$ cat src/rtl/eq_pkg.sv
// ============================================================================
//  eq_pkg
//  Shared widths, band count, mixer state encoding and saturation limits.
//  Revision: 1.0
// ============================================================================
`default_nettype none

package eq_pkg;

    localparam int WIDTH     = 16;
    localparam int FRAC_BITS = 8;
    localparam int N_BANDS   = 3;

    typedef enum logic [1:0] {
        ACCUM = 2'd0,
        DRAIN = 2'd1,
        OUT   = 2'd2
    } state_t;

    localparam logic [WIDTH-1:0] MAX = {1'b0, {(WIDTH-1){1'b1}}};
    localparam logic [WIDTH-1:0] MIN = {1'b1, {(WIDTH-1){1'b0}}};

endpackage

`default_nettype wire

$ cat src/rtl/sat_mul.sv
// ============================================================================
//  sat_mul
//  Combinational signed fixed-point multiply: full product, floor shift by
//  FracBits, saturate to Width with an overflow indicator.
//  Revision: 1.0
// ============================================================================
`default_nettype none

module sat_mul
    import eq_pkg::*;
#(
    parameter int Width    = WIDTH,
    parameter int FracBits = FRAC_BITS
) (
    input  logic [Width-1:0] i_a,
    input  logic [Width-1:0] i_b,
    output logic [Width-1:0] o_p,
    output logic             o_sat
);

    localparam logic [Width-1:0] c_max = {1'b0, {(Width-1){1'b1}}};
    localparam logic [Width-1:0] c_min = {1'b1, {(Width-1){1'b0}}};

    logic signed [2*Width-1:0] w_prod;
    logic signed [2*Width-1:0] w_shift;
    logic                      w_pos_ovf;
    logic                      w_neg_ovf;

    assign w_prod  = $signed(i_a) * $signed(i_b);
    assign w_shift = w_prod >>> FracBits;

    // Result fits only when every bit above the output sign bit matches it.
    assign w_pos_ovf = !w_shift[2*Width-1] &&  (|w_shift[2*Width-2:Width-1]);
    assign w_neg_ovf =  w_shift[2*Width-1] && !(&w_shift[2*Width-2:Width-1]);

    assign o_p   = w_pos_ovf ? c_max :
                   w_neg_ovf ? c_min : w_shift[Width-1:0];
    assign o_sat = w_pos_ovf | w_neg_ovf;

endmodule

`default_nettype wire

$ cat src/rtl/band_mixer.sv
// ============================================================================
//  band_mixer
//  Gains Bands signed samples, sums them with saturation and presents one
//  mixed frame per handshake. Define BAND_MIXER_SAT_FLAG_EN for sat_flag.
//  Revision: 1.0
// ============================================================================
`default_nettype none

module band_mixer
    import eq_pkg::*;
#(
    parameter int Width    = WIDTH,
    parameter int FracBits = FRAC_BITS,
    parameter int Bands    = N_BANDS
) (
    input  logic             clk,
    input  logic             reset,
    input  logic             in_valid,
    output logic             in_ready,
    input  logic [Width-1:0] in_sample,
    input  logic [Width-1:0] in_gain,
    output logic             out_valid,
    input  logic             out_ready,
    output logic [Width-1:0] out_sample,
    output logic             sat_flag
);

    localparam int               c_cnt_w = (Bands > 1) ? $clog2(Bands) : 1;
    localparam logic [c_cnt_w-1:0] c_last = c_cnt_w'(Bands - 1);
    localparam logic [Width-1:0] c_max = {1'b0, {(Width-1){1'b1}}};
    localparam logic [Width-1:0] c_min = {1'b1, {(Width-1){1'b0}}};

    state_t               r_state;
    state_t               w_state_next;
    logic                 r_armed;
    logic [c_cnt_w-1:0]   r_cnt;
    logic [Width-1:0]     r_prod;
    logic                 r_prod_valid;
    logic [Width-1:0]     r_acc;

    logic [Width-1:0]     w_mul_p;
    logic                 w_mul_sat;
    logic                 w_accept;
    logic                 w_last;
    logic                 w_done;
    logic [Width-1:0]     w_sum;
    logic                 w_acc_pos_ovf;
    logic                 w_acc_neg_ovf;
    logic                 w_acc_ovf;
    logic [Width-1:0]     w_acc_next;

    sat_mul #(
        .Width    (Width),
        .FracBits (FracBits)
    ) u_sat_mul (
        .i_a   (in_sample),
        .i_b   (in_gain),
        .o_p   (w_mul_p),
        .o_sat (w_mul_sat)
    );

    assign w_accept = in_valid && (r_state == ACCUM) && r_armed;
    assign w_last   = (r_cnt == c_last);
    assign w_done   = (r_state == OUT) && out_ready;

    assign w_sum         = r_acc + r_prod;
    assign w_acc_pos_ovf = !r_acc[Width-1] && !r_prod[Width-1] &&  w_sum[Width-1];
    assign w_acc_neg_ovf =  r_acc[Width-1] &&  r_prod[Width-1] && !w_sum[Width-1];
    assign w_acc_ovf     = w_acc_pos_ovf || w_acc_neg_ovf;
    assign w_acc_next    = w_acc_pos_ovf ? c_max :
                           w_acc_neg_ovf ? c_min : w_sum;

    always_ff @(posedge clk or posedge reset) begin
        if (reset) begin
            r_state <= ACCUM;
        end else begin
            r_state <= w_state_next;
        end
    end

    always_comb begin
        w_state_next = r_state;
        in_ready     = 1'b0;
        out_valid    = 1'b0;
        case (r_state)
            ACCUM: begin
                in_ready = r_armed;
                if (w_accept && w_last) begin
                    w_state_next = DRAIN;
                end
            end
            DRAIN: begin
                w_state_next = OUT;
            end
            OUT: begin
                out_valid = 1'b1;
                if (out_ready) begin
                    w_state_next = ACCUM;
                end
            end
            default: begin
                w_state_next = ACCUM;
            end
        endcase
    end

    // r_armed keeps in_ready low until the first edge after reset releases.
    always_ff @(posedge clk or posedge reset) begin
        if (reset) begin
            r_armed      <= 1'b0;
            r_cnt        <= '0;
            r_prod       <= '0;
            r_prod_valid <= 1'b0;
            r_acc        <= '0;
        end else begin
            r_armed      <= 1'b1;
            r_prod_valid <= w_accept;
            if (w_accept) begin
                r_prod <= w_mul_p;
            end
            if (w_done) begin
                r_cnt <= '0;
            end else if (w_accept) begin
                r_cnt <= r_cnt + c_cnt_w'(1);
            end
            if (w_done) begin
                r_acc <= '0;
            end else if (r_prod_valid) begin
                r_acc <= w_acc_next;
            end
        end
    end

    assign out_sample = out_valid ? r_acc : '0;

`ifdef BAND_MIXER_SAT_FLAG_EN
    logic r_prod_sat;
    logic r_sat;

    always_ff @(posedge clk or posedge reset) begin
        if (reset) begin
            r_prod_sat <= 1'b0;
            r_sat      <= 1'b0;
        end else begin
            if (w_accept) begin
                r_prod_sat <= w_mul_sat;
            end
            if (w_done) begin
                r_sat <= 1'b0;
            end else if (r_prod_valid && (r_prod_sat || w_acc_ovf)) begin
                r_sat <= 1'b1;
            end
        end
    end

    assign sat_flag = r_sat;
`else
    logic w_unused_sat;
    assign w_unused_sat = w_mul_sat;
    assign sat_flag     = 1'b0;
`endif

endmodule

`default_nettype wire

$ cat config.mk
export PLATFORM = sky130hd
export DESIGN_NAME = band_mixer
export DESIGN_NICKNAME = d
export VERILOG_FILES = /design/src/rtl/eq_pkg.sv /design/src/rtl/sat_mul.sv /design/src/rtl/band_mixer.sv
export SDC_FILE = /design/constraint.sdc
export NUM_CORES = 1
export LEC_CHECK = 0
export BUFFER_PORTS_ARGS = -buffer_cell sky130_fd_sc_hd__buf_2
export CELL_PAD_IN_SITES_DETAIL_PLACEMENT = 1
export CELL_PAD_IN_SITES_GLOBAL_PLACEMENT = 1
export CORE_UTILIZATION = 40
export DETAILED_ROUTE_END_ITERATION = 10
export MAX_ROUTING_LAYER = met4
export PLACE_DENSITY = 0.74
export SLEW_MARGIN = 20
export SYNTH_ARGS = -nofsm -noshare
export SYNTH_HDL_FRONTEND = slang
export SYNTH_SLANG_ARGS = --single-unit
$ cat constraint.sdc
create_clock -name clk -period 6 [get_ports clk]
set_clock_uncertainty 0.2 [all_clocks]
set_input_delay 0.3 -clock clk [delete_from_list [all_inputs] [get_ports clk]]
set_output_delay 0.3 -clock clk [all_outputs]
set_load 0.01 [all_outputs]
# Word-level counts from Yosys, hierarchy flattened
# Cells that the tools add are included.
# word_totals
wordCells	49
out_inout_bits	19
inputBits	36
regBits	38
# classes
n_reduce_logical	21
n_mux	14
multipliers	1
n_addsub	2
eq_ne	5
# ops
operator	n
$mux W16	7
$mul A16 B16 Y32	1
$add A16 B16 Y16	1
$logic_and A1 B1 Y1	10
$reduce_and A9 Y1	1
$reduce_or A9 Y1	1
$mux W2	4
$pmux W2 S3	1
$logic_not A1 Y1	5
$eq A2 B2 Y1 const B	2
$reduce_bool A2 Y1	2
$add A2 B1 Y2 const B	1
$eq A2 B1 Y1 const B	1
$logic_not A2 Y1	1
$mux W1	2
$ne A2 B1 Y1 const B	1
$ne A2 B2 Y1 const B	1
$reduce_and A2 Y1	1

# Logic depth before layout (Yosys ltp)
# Gate-level depths: netlist of run 1.
# depth
ltp_word	7
ltp_mapped	27
depth_no_buf	24

# Cells and area by module
# From an unflattened synthesis of run 1, not the netlist that was laid out.
# unflattened
cells_unflattened	1411
hier_area_um2	12582.1
# modules_own_cells
module	instances	seq_area_each_um2	cells_per_inst	area_per_inst_um2
sat_mul	1	0.0	1114	10020.9
band_mixer	1	950.9	297	2561.2

# Worst setup path before layout of run 1
# Ideal clock, no wire load.
# synth_path
path_type	input-to-reg
startpoint	input port in_gain[1]
endpoint	register r_prod[3]
arrival_time_ps	6656
slack_ps	-929
stages	24
setup_ps	73
required_ps	5727
path_buffers	3
path_cell_list	clkbuf_1 nand2_1 inv_1 fa_1 inv_1 fa_1 inv_1 fa_1 fa_1 fa_1 inv_1 fa_1 inv_1 ha_1 buf_2 nand4_1 or4b_1 a2111o_1 and3_4 xor2_2 o41ai_4 buf_6 nand2_2 a21oi_2
# synth_via
elab_chain_cells	6
word_cells_on_any_way	9
cone_classes	mul: 1; mux: 2; reduce/logical: 6
# synth_rtl
element	line	rtl
from (decl)	band_mixer.sv:21	input logic [Width-1:0] in_gain,
$mul A16 B16 Y32 *	sat_mul.sv:29	assign w_prod = $signed(i_a) * $signed(i_b);
$reduce_and A9 Y1	sat_mul.sv:34	assign w_neg_ovf = w_shift[2*Width-1] && !(&w_shift[2*Width-2:Width-1]);
$logic_not A1 Y1	sat_mul.sv:34	
$logic_and A1 B1 Y1	sat_mul.sv:34	
$mux W16	sat_mul.sv:37	w_neg_ovf ? c_min : w_shift[Width-1:0];
$mux W16 *	sat_mul.sv:36	assign o_p = w_pos_ovf ? c_max :
to (signal assigned)	band_mixer.sv:119	r_prod <= w_mul_p;
to (decl)	band_mixer.sv:37	logic [Width-1:0] r_prod;
# Every way passes the cells marked *; elsewhere a longest branch is shown, timed or not.
# A chain may end at the register's enable or synchronous reset.

# Worst setup path after layout of run 1
# layout_path
startpoint	input port in_sample[15]
endpoint	register r_prod[6]
# layout_via
elab_chain_cells	6
word_cells_on_any_way	9
cone_classes	mul: 1; mux: 2; reduce/logical: 6
# layout_rtl
element	line	rtl
from (decl)	band_mixer.sv:20	input logic [Width-1:0] in_sample,
$mul A16 B16 Y32 *	sat_mul.sv:29	
$reduce_and A9 Y1	sat_mul.sv:34	
$logic_not A1 Y1	sat_mul.sv:34	
$logic_and A1 B1 Y1	sat_mul.sv:34	
$mux W16	sat_mul.sv:37	
$mux W16 *	sat_mul.sv:36	
# Marks and branches as above.

==> reports/summary.log, run 1 <==
qor: critical_path.regToRegEndpoint r_acc[14]$_DFFE_PP0P_
qor: synthesis.synth-seq-cells 38
qor: floorplanning.design.portCount 55
qor: cells_and_area.num-fill-cells 3609
qor: outcome.violations negative setup slack
qor: floorplanning.fp-row-count 64
qor: grt.grt.total_usage 0.240
qor: synthesis.syn_area_per_cell 8.94 sq um
qor: critical_path.timing.critical_path.mode_cell sky130_fd_sc_hd__fa_1
qor: critical_path.worstSetupStartpointType primary input
qor: synthesis.synth_seq_area_share 0.0769
qor: floorplanning.die-width 178 microns
qor: place.place.port_buffers 53
qor: drt.first_iter_violations 324
qor: critical_path.worstPathMaxFanout 7
qor: synthesis.dominantRegCellSynth sky130_fd_sc_hd__dfrtp_1
qor: synthesis.synthesis.nets 1778
qor: critical_path.critical_path.endpoint_type register
qor: critical_path.timing.reg2reg.setup_slack 2370 ps
qor: min_path.hold_path_startpoint in_valid
qor: sta.worst_slew_pin_tran 706 ps
qor: synthesis.synthCells 1383
qor: sta.finalHoldWorstSlack 65.5 ps
qor: clocking.cts_max_path_buffers 2
qor: critical_path.cp_slowest_stage_delay 580 ps
qor: floorplanning.die_area 0.0316 sq mm
qor: synthesis.ys_types 72
qor: sta.fin_tns_setup -8540 ps
qor: critical_path.worst-r2r-cell-count 11
qor: synthesis.synth_edf_count 0
qor: grt.grt_max_degree 39
qor: sta.finish_stage_setup_viols 16
qor: drt.drt-vias-per-instance 5.02
qor: synthesis.ys.warnings.count 0
qor: drt.wire_per_inst 17.1 microns
qor: critical_path.worst-endpoint-arrival 6530 ps
qor: sta.min_period 6560 ps
qor: cells_and_area.area.sequential 951 sq um
qor: sta.rsz_0062_raised_after_global_routing yes
qor: clocking.clkLatencyLatePin 280 ps
qor: clocking.tritoncts done
qor: floorplanning.die_h 178 microns
qor: critical_path.worstPathRequired 5970 ps
qor: clocking.clockRootBuffer sky130_fd_sc_hd__clkbuf_16
qor: synthesis.synthDominantAreaCellType sky130_fd_sc_hd__fa_1
qor: clocking.clk_pin_slew 60 ps
qor: clocking.tritoncts.num_buffers 5
qor: clocking.h-tree-depth 2
qor: critical_path.crit_chain buf_8 > buf_8 > nand2_4 > inv_4 > fa_2 > inv_2 > fa_2 > inv_4 > buf_6 > fa_1 > fa_1 > fa_1 > fa_1 > ha_4 > nand4_1 > or4b_4 > a2111o_1 > and3_4 > a211oi_4 > o41ai_4 > buf_4 > clkbuf_16 > nand2_2 > a21oi_2
qor: sta.hold_violations 0
qor: critical_path.worst_path_max_delay_cell sky130_fd_sc_hd__fa_1
qor: min_path.min_to r_state[0]$_DFFE_PP0P_
qor: sta.period_share 1.09
qor: floorplanning.start_util 0.405
qor: synthesis.synth.cell_area 0.0124 sq mm
qor: drt.routed_wl 33700 microns
qor: critical_path.crit_type in -> reg
qor: synthesis.async_flop_share 1.00
qor: sta.worst_slew_margin_rel 0.529
qor: sta.setup_ws -558 ps
qor: cells_and_area.layout.nets 1970
qor: synthesis.synthMostInstantiatedCell sky130_fd_sc_hd__inv_1
qor: grt.grt_pass1_wl 57400 microns
qor: place.hpwlAfterDp 29200 microns
qor: clocking.cts.sink_count 38
qor: cells_and_area.multi_input_comb_area 0.0104 sq mm
qor: sta.drv_slew 0
qor: min_path.worst_hold_path_type in -> reg
qor: drt.vias 9899
qor: synthesis.ys_top_cells_by_count sky130_fd_sc_hd__inv_1, sky130_fd_sc_hd__fa_1, sky130_fd_sc_hd__nand2_1
qor: grt.grt_antenna_before_repair 0
qor: place.gpl.final_weighted_congestion 0.856
qor: drt.detail_route.first_pass.iterations 4
qor: critical_path.setup.worst_path.start in_sample[15]
qor: cells_and_area.final_core_utilization 0.489
qor: synthesis.yosys.area.top_type_share 0.424
qor: cells_and_area.area.growth.synth_to_final 20.5%
qor: synthesis.synth_area_leaders sky130_fd_sc_hd__fa_1, sky130_fd_sc_hd__ha_1, sky130_fd_sc_hd__inv_1
qor: grt.grt.overflow.total 0
qor: run.max_cap_violation_count 0
qor: outcome.outcome finished with violations
qor: min_path.depth_of_the_worst_hold_timing_path 2
qor: grt.grt_pass1_vias 11800
qor: drt.drt.antenna.violating_nets 0
qor: cells_and_area.share_of_layout_cells_above_drive_strength_1 0.205
qor: sta.fmax 152 MHz
qor: floorplanning.design.core.area 0.0305 sq mm
qor: critical_path.worst_r2r_startpoint r_prod[0]$_DFFE_PP0P_
qor: cells_and_area.antennaDiodeCount 0
qor: drt.post-route-drc-count 0
-- through the flow --
| stage | std cells | setup WS (ps) | instance area [sq um] |
|---|---|---|---|
| floorplan | 1383 | -539 | 12500 |
| global placement | 1954 | -859 | 14300 |
| detailed placement | 1954 | -940 | 14300 |
| CTS | 1969 | -544 | 14800 |
| global route | 1972 | -730 | 14900 |
| finish | 1972 | -558 | 14900 |
-- cell usage in the layout, fill, tap and decap left out, types with 7 or more instances in the layout --
master / netlist / final
sky130_fd_sc_hd__nor3_1: 9 / 8
sky130_fd_sc_hd__xor2_1: 12 / 12
sky130_fd_sc_hd__ha_1: 97 / 87
sky130_fd_sc_hd__o21ai_0: 31 / 30
sky130_fd_sc_hd__inv_1: 305 / 300
sky130_fd_sc_hd__nand2_2: 10 / 12
sky130_fd_sc_hd__buf_6: 2 / 7
sky130_fd_sc_hd__buf_4: 1 / 180
sky130_fd_sc_hd__dfrtp_1: 38 / 38
sky130_fd_sc_hd__and3_1: 9 / 8
sky130_fd_sc_hd__nor2_1: 56 / 55
sky130_fd_sc_hd__a21oi_1: 36 / 30
sky130_fd_sc_hd__nand4_1: 8 / 8
sky130_fd_sc_hd__a21oi_2: 11 / 17
sky130_fd_sc_hd__nand3_1: 12 / 11
sky130_fd_sc_hd__xnor2_1: 25 / 25
sky130_fd_sc_hd__and2_1: 134 / 133
sky130_fd_sc_hd__nand2b_1: 9 / 9
sky130_fd_sc_hd__buf_2: 2 / 35
sky130_fd_sc_hd__nand2_1: 173 / 168
sky130_fd_sc_hd__fa_1: 262 / 257
sky130_fd_sc_hd__a21o_1: 8 / 8
sky130_fd_sc_hd__ha_4: 0 / 9
-- worst max path at each step --
stage	slack (ps)	cells past startpoint	to
6_report	-560	24	r_prod[6]$_DFFE_PP0P_
4_1_cts	-540	24	r_prod[14]$_DFFE_PP0P_
3_3_place_gp	-860	23	r_prod[14]$_DFFE_PP0P_
5_1_grt	-730	26	r_prod[1]$_DFFE_PP0P_
2_1_floorplan	-540	25	r_prod[3]$_DFFE_PP0P_
3_5_place_dp	-940	21	r_prod[13]$_DFFE_PP0P_
-- logic make-up (layout without fill, tap and decap cells) --
logic type | count (synthesis) | in the layout | share of synthesized area
AOI/OAI and AO/OA | 141 | 142 | 0.0790
xor gates and xnor gates | 39 | 39 | 0.0293
adders and majority gates | 359 | 359 | 0.522
buffers and inverters | 353 | 545 | 0.109
DFF | 38 | 38 | 0.0769
muxes | 3 | 3 | 0.00273
other | 2 | 2 | 0.000607
and+or+nand+nor | 448 | 448 | 0.181
-- critical path, delay by kind of cell --
| family | cells | cell delay (ps) |
|---|---|---|
| buffers and inverters | 8 | 860 |
| AND/OR/NAND/NOR | 5 | 1030 |
| AO/OA/AOI/OAI | 4 | 910 |
| adder cells (fa/ha/maj) | 7 | 3410 |
-- metal layers --
layer	up-vias	GRT usage	share of wire
met2	115	0.470	0.57
met5	-	-	0
met1	5178	0.266	0.40
li1	4571	-	-
met3	35	0.0178	0.020
met4	0	0.0356	0.013
-- what timing repair did --
action / in CTS / in global routing
gates resized for setup: 61 / 13
buffers inserted: 4 / 3
pin swaps: 15 / 5
endpoints found under the hold margin: 38 / 0
hold buffers: 1 / 0
gates cloned: 2 / 0
endpoints found under the setup margin: 16 / 16
-- registers in the layout (all words and copies together), names as in the netlist --
signal,count
r_armed,1
r_cnt,2
r_prod_valid,1
r_state,2
r_prod,16
r_acc,16
-- final cells by class --
type                       count  area share
tap                          396      0.0332
sequential                    38      0.0638
timing repair buffer         231       0.118
clock inverter                 2    0.000839
clock buffer                   6     0.00932
inverter                     306      0.0774
multi-input combinational    993       0.698
Power of run 1 is not shown: default switching activity piles up to over one toggle a cycle in this logic, so the estimate is an artifact.
==> run 2: changes to the inputs <==
--- a/config.mk
+++ b/config.mk
@@ -8,10 +8,10 @@
 export BUFFER_PORTS_ARGS = -buffer_cell sky130_fd_sc_hd__buf_2
 export CELL_PAD_IN_SITES_DETAIL_PLACEMENT = 1
 export CELL_PAD_IN_SITES_GLOBAL_PLACEMENT = 1
-export CORE_UTILIZATION = 40
+export CORE_UTILIZATION = 55
 export DETAILED_ROUTE_END_ITERATION = 10
 export MAX_ROUTING_LAYER = met4
-export PLACE_DENSITY = 0.74
+export PLACE_DENSITY = 0.95
 export SLEW_MARGIN = 20
 export SYNTH_ARGS = -nofsm -noshare
 export SYNTH_HDL_FRONTEND = slang
==> reports/summary.log, run 2 <==
qor: floorplanning.design.portCount 55
qor: synthesis.synth_area_leaders sky130_fd_sc_hd__fa_1, sky130_fd_sc_hd__ha_1, sky130_fd_sc_hd__inv_1
qor: synthesis.synthMostInstantiatedCell sky130_fd_sc_hd__inv_1
qor: synthesis.synthCells 1383
qor: synthesis.ys_top_cells_by_count sky130_fd_sc_hd__inv_1, sky130_fd_sc_hd__fa_1, sky130_fd_sc_hd__nand2_1
qor: synthesis.ys.warnings.count 0
qor: floorplanning.die-width 152 microns
qor: outcome.outcome stopped before the end
qor: synthesis.synth.cell_area 0.0124 sq mm
qor: place.gpl.final_weighted_congestion 0.893
qor: synthesis.ys_types 72
qor: synthesis.synth_edf_count 0
qor: floorplanning.die_h 152 microns
qor: synthesis.synth_seq_area_share 0.0769
qor: outcome.run.stop_error [ERROR GRT-0116] Global routing finished with congestion. Check the congestion regions in the DRC Viewer.
qor: place.place.port_buffers 53
qor: clocking.cts_max_path_buffers 2
qor: synthesis.synth-seq-cells 38
qor: place.hpwlAfterDp 39800 microns
qor: clocking.clockRootBuffer sky130_fd_sc_hd__clkbuf_16
qor: grt.grt_pass1_vias 16400
qor: synthesis.syn_area_per_cell 8.94 sq um
qor: grt.grt_pass1_wl 110000 microns
qor: outcome.lastStage global routing (5_1_grt)
qor: synthesis.yosys.area.top_type_share 0.424
qor: clocking.cts.sink_count 38
qor: floorplanning.fp-row-count 54
qor: grt.grt.overflow.total 34
qor: floorplanning.start_util 0.563
qor: synthesis.dominantRegCellSynth sky130_fd_sc_hd__dfrtp_1
qor: clocking.tritoncts.num_buffers 5
qor: synthesis.synthesis.nets 1778
qor: synthesis.async_flop_share 1.00
qor: place.detailed_place.area 0.0141 sq mm
qor: grt.grt.total_usage 0.688
qor: grt.grt_max_degree 39
qor: clocking.h-tree-depth 2
qor: synthesis.synthDominantAreaCellType sky130_fd_sc_hd__fa_1
-- run 2: per-layer routing --
layer  GRT usage  GRT overflow
met5           -             -
met4       0.738            16
met1       0.661             0
met3       0.406             0
met2       0.913            18
-- run 2: kinds of logic after synthesis --
kind of cell    count (synthesis)  share of synthesized area
simple gates                  448                      0.181
fa+ha+maj                     359                      0.522
buf+inv                       353                      0.109
compound gates                141                     0.0790
xor+xnor                       39                     0.0293
flops                          38                     0.0769
mux                             3                    0.00273
other cells                     2                   0.000607
-- run 2: stage by stage --
step / std cells / setup TNS (ps) / hold WS (ps) / util / setup WS, ps
floorplan: 1383 / -7340 / 260 / - / -539
global placement: 1822 / -11020 / 235 / 0.640 / -721
detailed placement: 1822 / -21130 / 266 / 0.640 / -1400
CTS: 1853 / -9770 / 104 / 0.687 / -666
-- run 2: timing repair --
item	4_1_cts
resized for setup	145
endpoints found under the setup margin	16
pin swaps	60
gates cloned	2
hold endpoints to repair	13
setup buffers	20
hold buffers	1
==> run 3: changes to the inputs <==
--- a/config.mk
+++ b/config.mk
@@ -6,12 +6,9 @@
 export NUM_CORES = 1
 export LEC_CHECK = 0
 export BUFFER_PORTS_ARGS = -buffer_cell sky130_fd_sc_hd__buf_2
-export CELL_PAD_IN_SITES_DETAIL_PLACEMENT = 1
-export CELL_PAD_IN_SITES_GLOBAL_PLACEMENT = 1
-export CORE_UTILIZATION = 55
+export CORE_UTILIZATION = 40
 export DETAILED_ROUTE_END_ITERATION = 10
-export MAX_ROUTING_LAYER = met4
-export PLACE_DENSITY = 0.95
+export PLACE_DENSITY_LB_ADDON = 0.15
 export SLEW_MARGIN = 20
 export SYNTH_ARGS = -nofsm -noshare
 export SYNTH_HDL_FRONTEND = slang
==> reports/summary.log, run 3 (synthesized netlist as in run 1, its figures left out) <==
qor: outcome.outcome finished with violations
qor: outcome.violations negative setup slack
qor: cells_and_area.layout.nets 1989
qor: critical_path.worst-endpoint-arrival 6440 ps
qor: floorplanning.die-width 178 microns
qor: place.hpwlAfterDp 25000 microns
qor: sta.setup_ws -421 ps
qor: critical_path.worst_r2r_startpoint r_prod[0]$_DFFE_PP0P_
qor: sta.hold_violations 0
qor: place.detailed_place.area 0.0143 sq mm
qor: min_path.worst_hold_path_type in -> reg
qor: critical_path.timing.reg2reg.setup_slack 2520 ps
qor: grt.grt_pass1_wl 52000 microns
qor: floorplanning.die_h 178 microns
qor: cells_and_area.area.sequential 951 sq um
qor: cells_and_area.area.growth.synth_to_final 25.0%
qor: cells_and_area.fin_area 0.0155 sq mm
qor: critical_path.regToRegEndpoint r_acc[14]$_DFFE_PP0P_
qor: floorplanning.die_area 0.0316 sq mm
qor: grt.grt.total_usage 0.207
qor: sta.worst_slew_pin_tran 745 ps
qor: place.place.port_buffers 53
qor: critical_path.critPathCapture r_prod[5]$_DFFE_PP0P_
qor: cells_and_area.layout_commonest_cell sky130_fd_sc_hd__inv_1
qor: cells_and_area.num-fill-cells 2909
qor: cells_and_area.antennaDiodeCount 0
qor: clocking.clockRootBuffer sky130_fd_sc_hd__clkbuf_16
qor: place.gpl.final_weighted_congestion 0.842
qor: drt.first_iter_violations 413
qor: drt.post-route-drc-count 0
qor: clocking.clk_pin_slew 60 ps
qor: critical_path.worst-r2r-cell-count 11
qor: clocking.h-tree-depth 2
qor: critical_path.worstSetupStartpointType primary input
qor: sta.rsz_0062_raised_after_global_routing yes
qor: sta.fmax 156 MHz
qor: grt.grt.overflow.total 0
qor: floorplanning.start_util 0.405
qor: sta.period_share 1.07
qor: cells_and_area.share_of_layout_cells_above_drive_strength_1 0.248
qor: min_path.depth_of_the_worst_hold_timing_path 2
qor: drt.drt.antenna.violating_nets 0
qor: drt.detail_route.first_pass.iterations 6
qor: floorplanning.design.core.area 0.0305 sq mm
qor: sta.drv_slew 0
qor: floorplanning.fp-row-count 64
qor: drt.vias 9589
qor: drt.routed_wl 29100 microns
qor: grt.grt_pass1_vias 10600
qor: drt.drt-vias-per-instance 4.82
qor: critical_path.critical_path.endpoint_type register
qor: critical_path.crit_type in -> reg
qor: floorplanning.design.portCount 55
qor: grt.grt_antenna_before_repair 0
qor: sta.worst_slew_margin_rel 0.504
qor: clocking.clkLatencyLatePin 280 ps
qor: clocking.cts.sink_count 38
qor: critical_path.worstPathMaxFanout 8
qor: clocking.tritoncts done
qor: critical_path.setup.worst_path.start in_gain[6]
qor: cells_and_area.leading_registers_by_flop_count r_acc: 16 flops, r_prod: 16 flops
qor: clocking.cts_max_path_buffers 2
qor: grt.grt_max_degree 39
qor: clocking.tritoncts.num_buffers 5
qor: critical_path.worstPathRequired 6020 ps
qor: run.max_cap_violation_count 0
qor: drt.wire_per_inst 14.6 microns
qor: cells_and_area.top_library_cells_by_usage_in_the_layout_fill_and_taps_aside sky130_fd_sc_hd__inv_1, sky130_fd_sc_hd__fa_1, sky130_fd_sc_hd__buf_4
qor: cells_and_area.multi_input_comb_area 0.0106 sq mm
qor: sta.finish_stage_setup_viols 16
qor: sta.min_period 6420 ps
## run 3: what timing repair did
action | 4_1_cts | 5_1_grt
endpoints found under the setup margin | 16 | 16
endpoints found under the hold margin | 38 | 0
setup buffers | 24 | 5
pin swaps | 52 | 33
gates cloned | 3 | 0
resized for setup | 151 | 40
hold buffers | 1 | 0
## run 3: area by class of cell
type                       count  area share
clock inverter                 1    0.000324
timing repair buffer         250       0.138
tap                          396      0.0320
sequential                    38      0.0615
clock buffer                   7     0.00923
multi-input combinational    993       0.685
inverter                     306      0.0746
## run 3: metal layers
metal  wire length (microns)  track usage  part of all wire  up-vias
met3                     516       0.0129             0.018       22
met1                   12900        0.266              0.44     4861
li1                        -            -                 -     4621
met4                     316       0.0249             0.011        0
met5                       0            0                 0        -
met2                   15400        0.387              0.53       85
## run 3: critical path, stage by stage
cell and delay [ps]:
sky130_fd_sc_hd__buf_8 120, sky130_fd_sc_hd__buf_6 120, sky130_fd_sc_hd__buf_6 110, sky130_fd_sc_hd__and2_4 150, sky130_fd_sc_hd__fa_1 520, sky130_fd_sc_hd__fa_1 580
sky130_fd_sc_hd__ha_2 190, sky130_fd_sc_hd__inv_2 40, sky130_fd_sc_hd__fa_1 510, sky130_fd_sc_hd__inv_2 40, sky130_fd_sc_hd__fa_1 490, sky130_fd_sc_hd__inv_2 40
sky130_fd_sc_hd__fa_1 540, sky130_fd_sc_hd__inv_2 50, sky130_fd_sc_hd__ha_4 280, sky130_fd_sc_hd__a21oi_2 60, sky130_fd_sc_hd__o221a_4 290, sky130_fd_sc_hd__o2111a_2 300
sky130_fd_sc_hd__a2111o_1 470, sky130_fd_sc_hd__and3_4 230, sky130_fd_sc_hd__xor2_4 160, sky130_fd_sc_hd__o41ai_4 350, sky130_fd_sc_hd__buf_4 190, sky130_fd_sc_hd__clkbuf_16 150
sky130_fd_sc_hd__nand2_2 50, sky130_fd_sc_hd__a21oi_2 100
## run 3: worst min path at each step
stage	start	end	slack (ps)
after floorplan	r_cnt[0]$_DFFE_PP0P_	r_cnt[0]$_DFFE_PP0P_	260
after global placement	reset	r_armed$_DFF_PP0_	240
after detailed placement	reset	r_state[0]$_DFFE_PP0P_	250
after CTS	in_valid	r_state[0]$_DFFE_PP0P_	80
after global routing	in_valid	r_state[0]$_DFFE_PP0P_	90
final	in_valid	r_state[0]$_DFFE_PP0P_	80
## run 3: per-stage QoR
stage                      util  instances  worst slack (ps)  setup TNS [ps]  hold WS [ps]
final                     0.507       1991              -421           -5610          78.6
after global routing      0.507       1991              -635           -9040          90.7
after floorplan               -       1383              -539           -7340           260
after CTS                 0.503       1987              -372           -5290          76.2
after global placement    0.469       1951              -841          -12980           242
after detailed placement  0.469       1951              -830          -12650           254
Power of run 3 is left out for the same reason.
==> run 4: changes to the inputs <==
--- a/config.mk
+++ b/config.mk
@@ -7,8 +7,10 @@
 export LEC_CHECK = 0
 export BUFFER_PORTS_ARGS = -buffer_cell sky130_fd_sc_hd__buf_2
 export CORE_UTILIZATION = 40
+export CTS_BUF_LIST = sky130_fd_sc_hd__clkbuf_4 sky130_fd_sc_hd__clkbuf_8
 export DETAILED_ROUTE_END_ITERATION = 10
 export PLACE_DENSITY_LB_ADDON = 0.15
+export RECOVER_POWER = 25
 export SLEW_MARGIN = 20
 export SYNTH_ARGS = -nofsm -noshare
 export SYNTH_HDL_FRONTEND = slang
==> reports/summary.log, run 4 (synthesized netlist as in run 1, its figures left out) <==
qor: outcome.outcome finished with violations
qor: outcome.violations max-capacitance violations, max-slew violations, negative setup slack
qor: cells_and_area.leading_registers_by_flop_count r_acc: 16 flops, r_prod: 16 flops
qor: min_path.worst_hold_path_type in -> reg
qor: critical_path.worstPathMaxFanout 10
qor: drt.post-route-drc-count 0
qor: drt.drt.antenna.violating_nets 0
qor: cells_and_area.top_library_cells_by_usage_in_the_layout_fill_and_taps_aside sky130_fd_sc_hd__inv_1, sky130_fd_sc_hd__fa_1, sky130_fd_sc_hd__buf_4
qor: critical_path.crit_type in -> reg
qor: grt.grt_pass1_wl 52100 microns
qor: grt.grt.total_usage 0.207
qor: sta.worst_slew_margin_rel -0.417
qor: floorplanning.fp-row-count 64
qor: cells_and_area.fin_area 0.0154 sq mm
qor: critical_path.worstPathRequired 6030 ps
qor: grt.grt_pass1_vias 10700
qor: floorplanning.die_h 178 microns
qor: sta.period_share 1.07
qor: place.place.port_buffers 53
qor: clocking.clkLatencyLatePin 290 ps
qor: floorplanning.die_area 0.0316 sq mm
qor: run.max_cap_violation_count 1
qor: cells_and_area.multi_input_comb_area 0.0106 sq mm
qor: drt.wire_per_inst 14.7 microns
qor: sta.finish_stage_setup_viols 16
qor: drt.vias 9580
qor: grt.grt_max_degree 39
qor: sta.hold_violations 0
qor: clocking.cts.sink_count 38
qor: sta.drv_slew 39
qor: grt.grt_antenna_before_repair 0
qor: cells_and_area.antennaDiodeCount 0
qor: drt.routed_wl 29200 microns
qor: cells_and_area.layout.nets 1989
qor: critical_path.critical_path.endpoint_type register
qor: sta.worst_slew_pin_tran 2130 ps
qor: drt.first_iter_violations 396
qor: clocking.cts_max_path_buffers 2
qor: floorplanning.design.portCount 55
qor: sta.fmax 156 MHz
qor: clocking.h-tree-depth 2
qor: floorplanning.die-width 178 microns
qor: cells_and_area.area.growth.synth_to_final 24.7%
qor: cells_and_area.area.sequential 951 sq um
qor: grt.grt.overflow.total 0
qor: floorplanning.design.core.area 0.0305 sq mm
qor: floorplanning.start_util 0.405
qor: sta.fin_tns_setup -5110 ps
qor: sta.finalHoldWorstSlack 63.6 ps
qor: cells_and_area.share_of_layout_cells_above_drive_strength_1 0.246
qor: drt.drt-vias-per-instance 4.81
qor: clocking.clk_pin_slew 70 ps
qor: clocking.tritoncts done
qor: place.hpwlAfterDp 25000 microns
qor: sta.rsz_0062_raised_after_global_routing yes
qor: critical_path.worst-endpoint-arrival 6440 ps
qor: cells_and_area.layout_commonest_cell sky130_fd_sc_hd__inv_1
qor: critical_path.worstSetupStartpointType primary input
qor: sta.setup_ws -410 ps
qor: place.detailed_place.area 0.0143 sq mm
qor: clocking.clockRootBuffer sky130_fd_sc_hd__clkbuf_8
qor: sta.min_period 6410 ps
qor: clocking.tritoncts.num_buffers 5
qor: cells_and_area.num-fill-cells 2916
qor: place.gpl.final_weighted_congestion 0.842
qor: drt.detail_route.first_pass.iterations 4
run 4: path summary, 6_finish.rpt:
check,startpoint,end,slack [ps],depth (start not counted)
setup / recovery,in_gain[4],r_prod[2]$_DFFE_PP0P_,-410,24
hold / removal,in_valid,r_state[0]$_DFFE_PP0P_,60,2
setup reg to reg,r_prod[0]$_DFFE_PP0P_,r_acc[14]$_DFFE_PP0P_,2520,11
hold reg to reg,r_cnt[0]$_DFFE_PP0P_,r_cnt[0]$_DFFE_PP0P_,300,1
max in group asynchronous,reset,r_prod[10]$_DFFE_PP0P_,3270,4
min in group asynchronous,reset,r_armed$_DFF_PP0_,1120,4
run 4: metal layers:
layer	GRT usage	vias up	wire [microns]
li1	-	4611	-
met5	0	-	0
met2	0.387	79	15400
met3	0.0141	26	507
met1	0.266	4864	13000
met4	0.0239	0	308
run 4: metrics by stage:
stage          worst slack (ps)   util  std cells
2_1_floorplan              -539      -       1383
3_3_place_gp               -841  0.469       1951
3_5_place_dp               -830  0.469       1951
4_1_cts                    -361  0.501       1988
5_1_grt                    -632  0.506       1991
6_report                   -410  0.506       1991
run 4: final cells by class:
class                           count  share of cell area
Sequential cell                    38              0.0616
Clock inverter                      1            0.000324
Timing Repair Buffer              250               0.138
Tap cell                          396              0.0321
Clock buffer                        7             0.00584
Inverter                          306              0.0749
Multi-Input combinational cell    993               0.687
run 4: what timing repair did:
| action | CTS | global route |
|---|---|---|
| hold buffers | 1 | 0 |
| setup buffers | 25 | 4 |
| hold endpoints to repair | 38 | 0 |
| setup endpoints to repair | 16 | 16 |
| pin swaps | 57 | 25 |
| resized for setup | 150 | 44 |
| gates cloned | 3 | 0 |
run 4: worst max-delay path: stages:
cell	delay, ps
sky130_fd_sc_hd__buf_6	120
sky130_fd_sc_hd__and2_4	160
sky130_fd_sc_hd__fa_1	530
sky130_fd_sc_hd__inv_1	60
sky130_fd_sc_hd__fa_1	510
sky130_fd_sc_hd__fa_1	520
sky130_fd_sc_hd__inv_1	60
sky130_fd_sc_hd__fa_1	480
sky130_fd_sc_hd__fa_1	500
sky130_fd_sc_hd__inv_1	50
sky130_fd_sc_hd__fa_1	500
sky130_fd_sc_hd__inv_1	80
sky130_fd_sc_hd__ha_4	290
sky130_fd_sc_hd__o211ai_1	160
sky130_fd_sc_hd__a211oi_4	300
sky130_fd_sc_hd__nor3_2	90
sky130_fd_sc_hd__a2111o_1	440
sky130_fd_sc_hd__and3_4	230
sky130_fd_sc_hd__xor2_4	160
sky130_fd_sc_hd__o41ai_4	340
sky130_fd_sc_hd__buf_4	190
sky130_fd_sc_hd__clkbuf_16	150
sky130_fd_sc_hd__nand2_2	50
sky130_fd_sc_hd__a21oi_2	120
Power of run 4 is left out for the same reason.
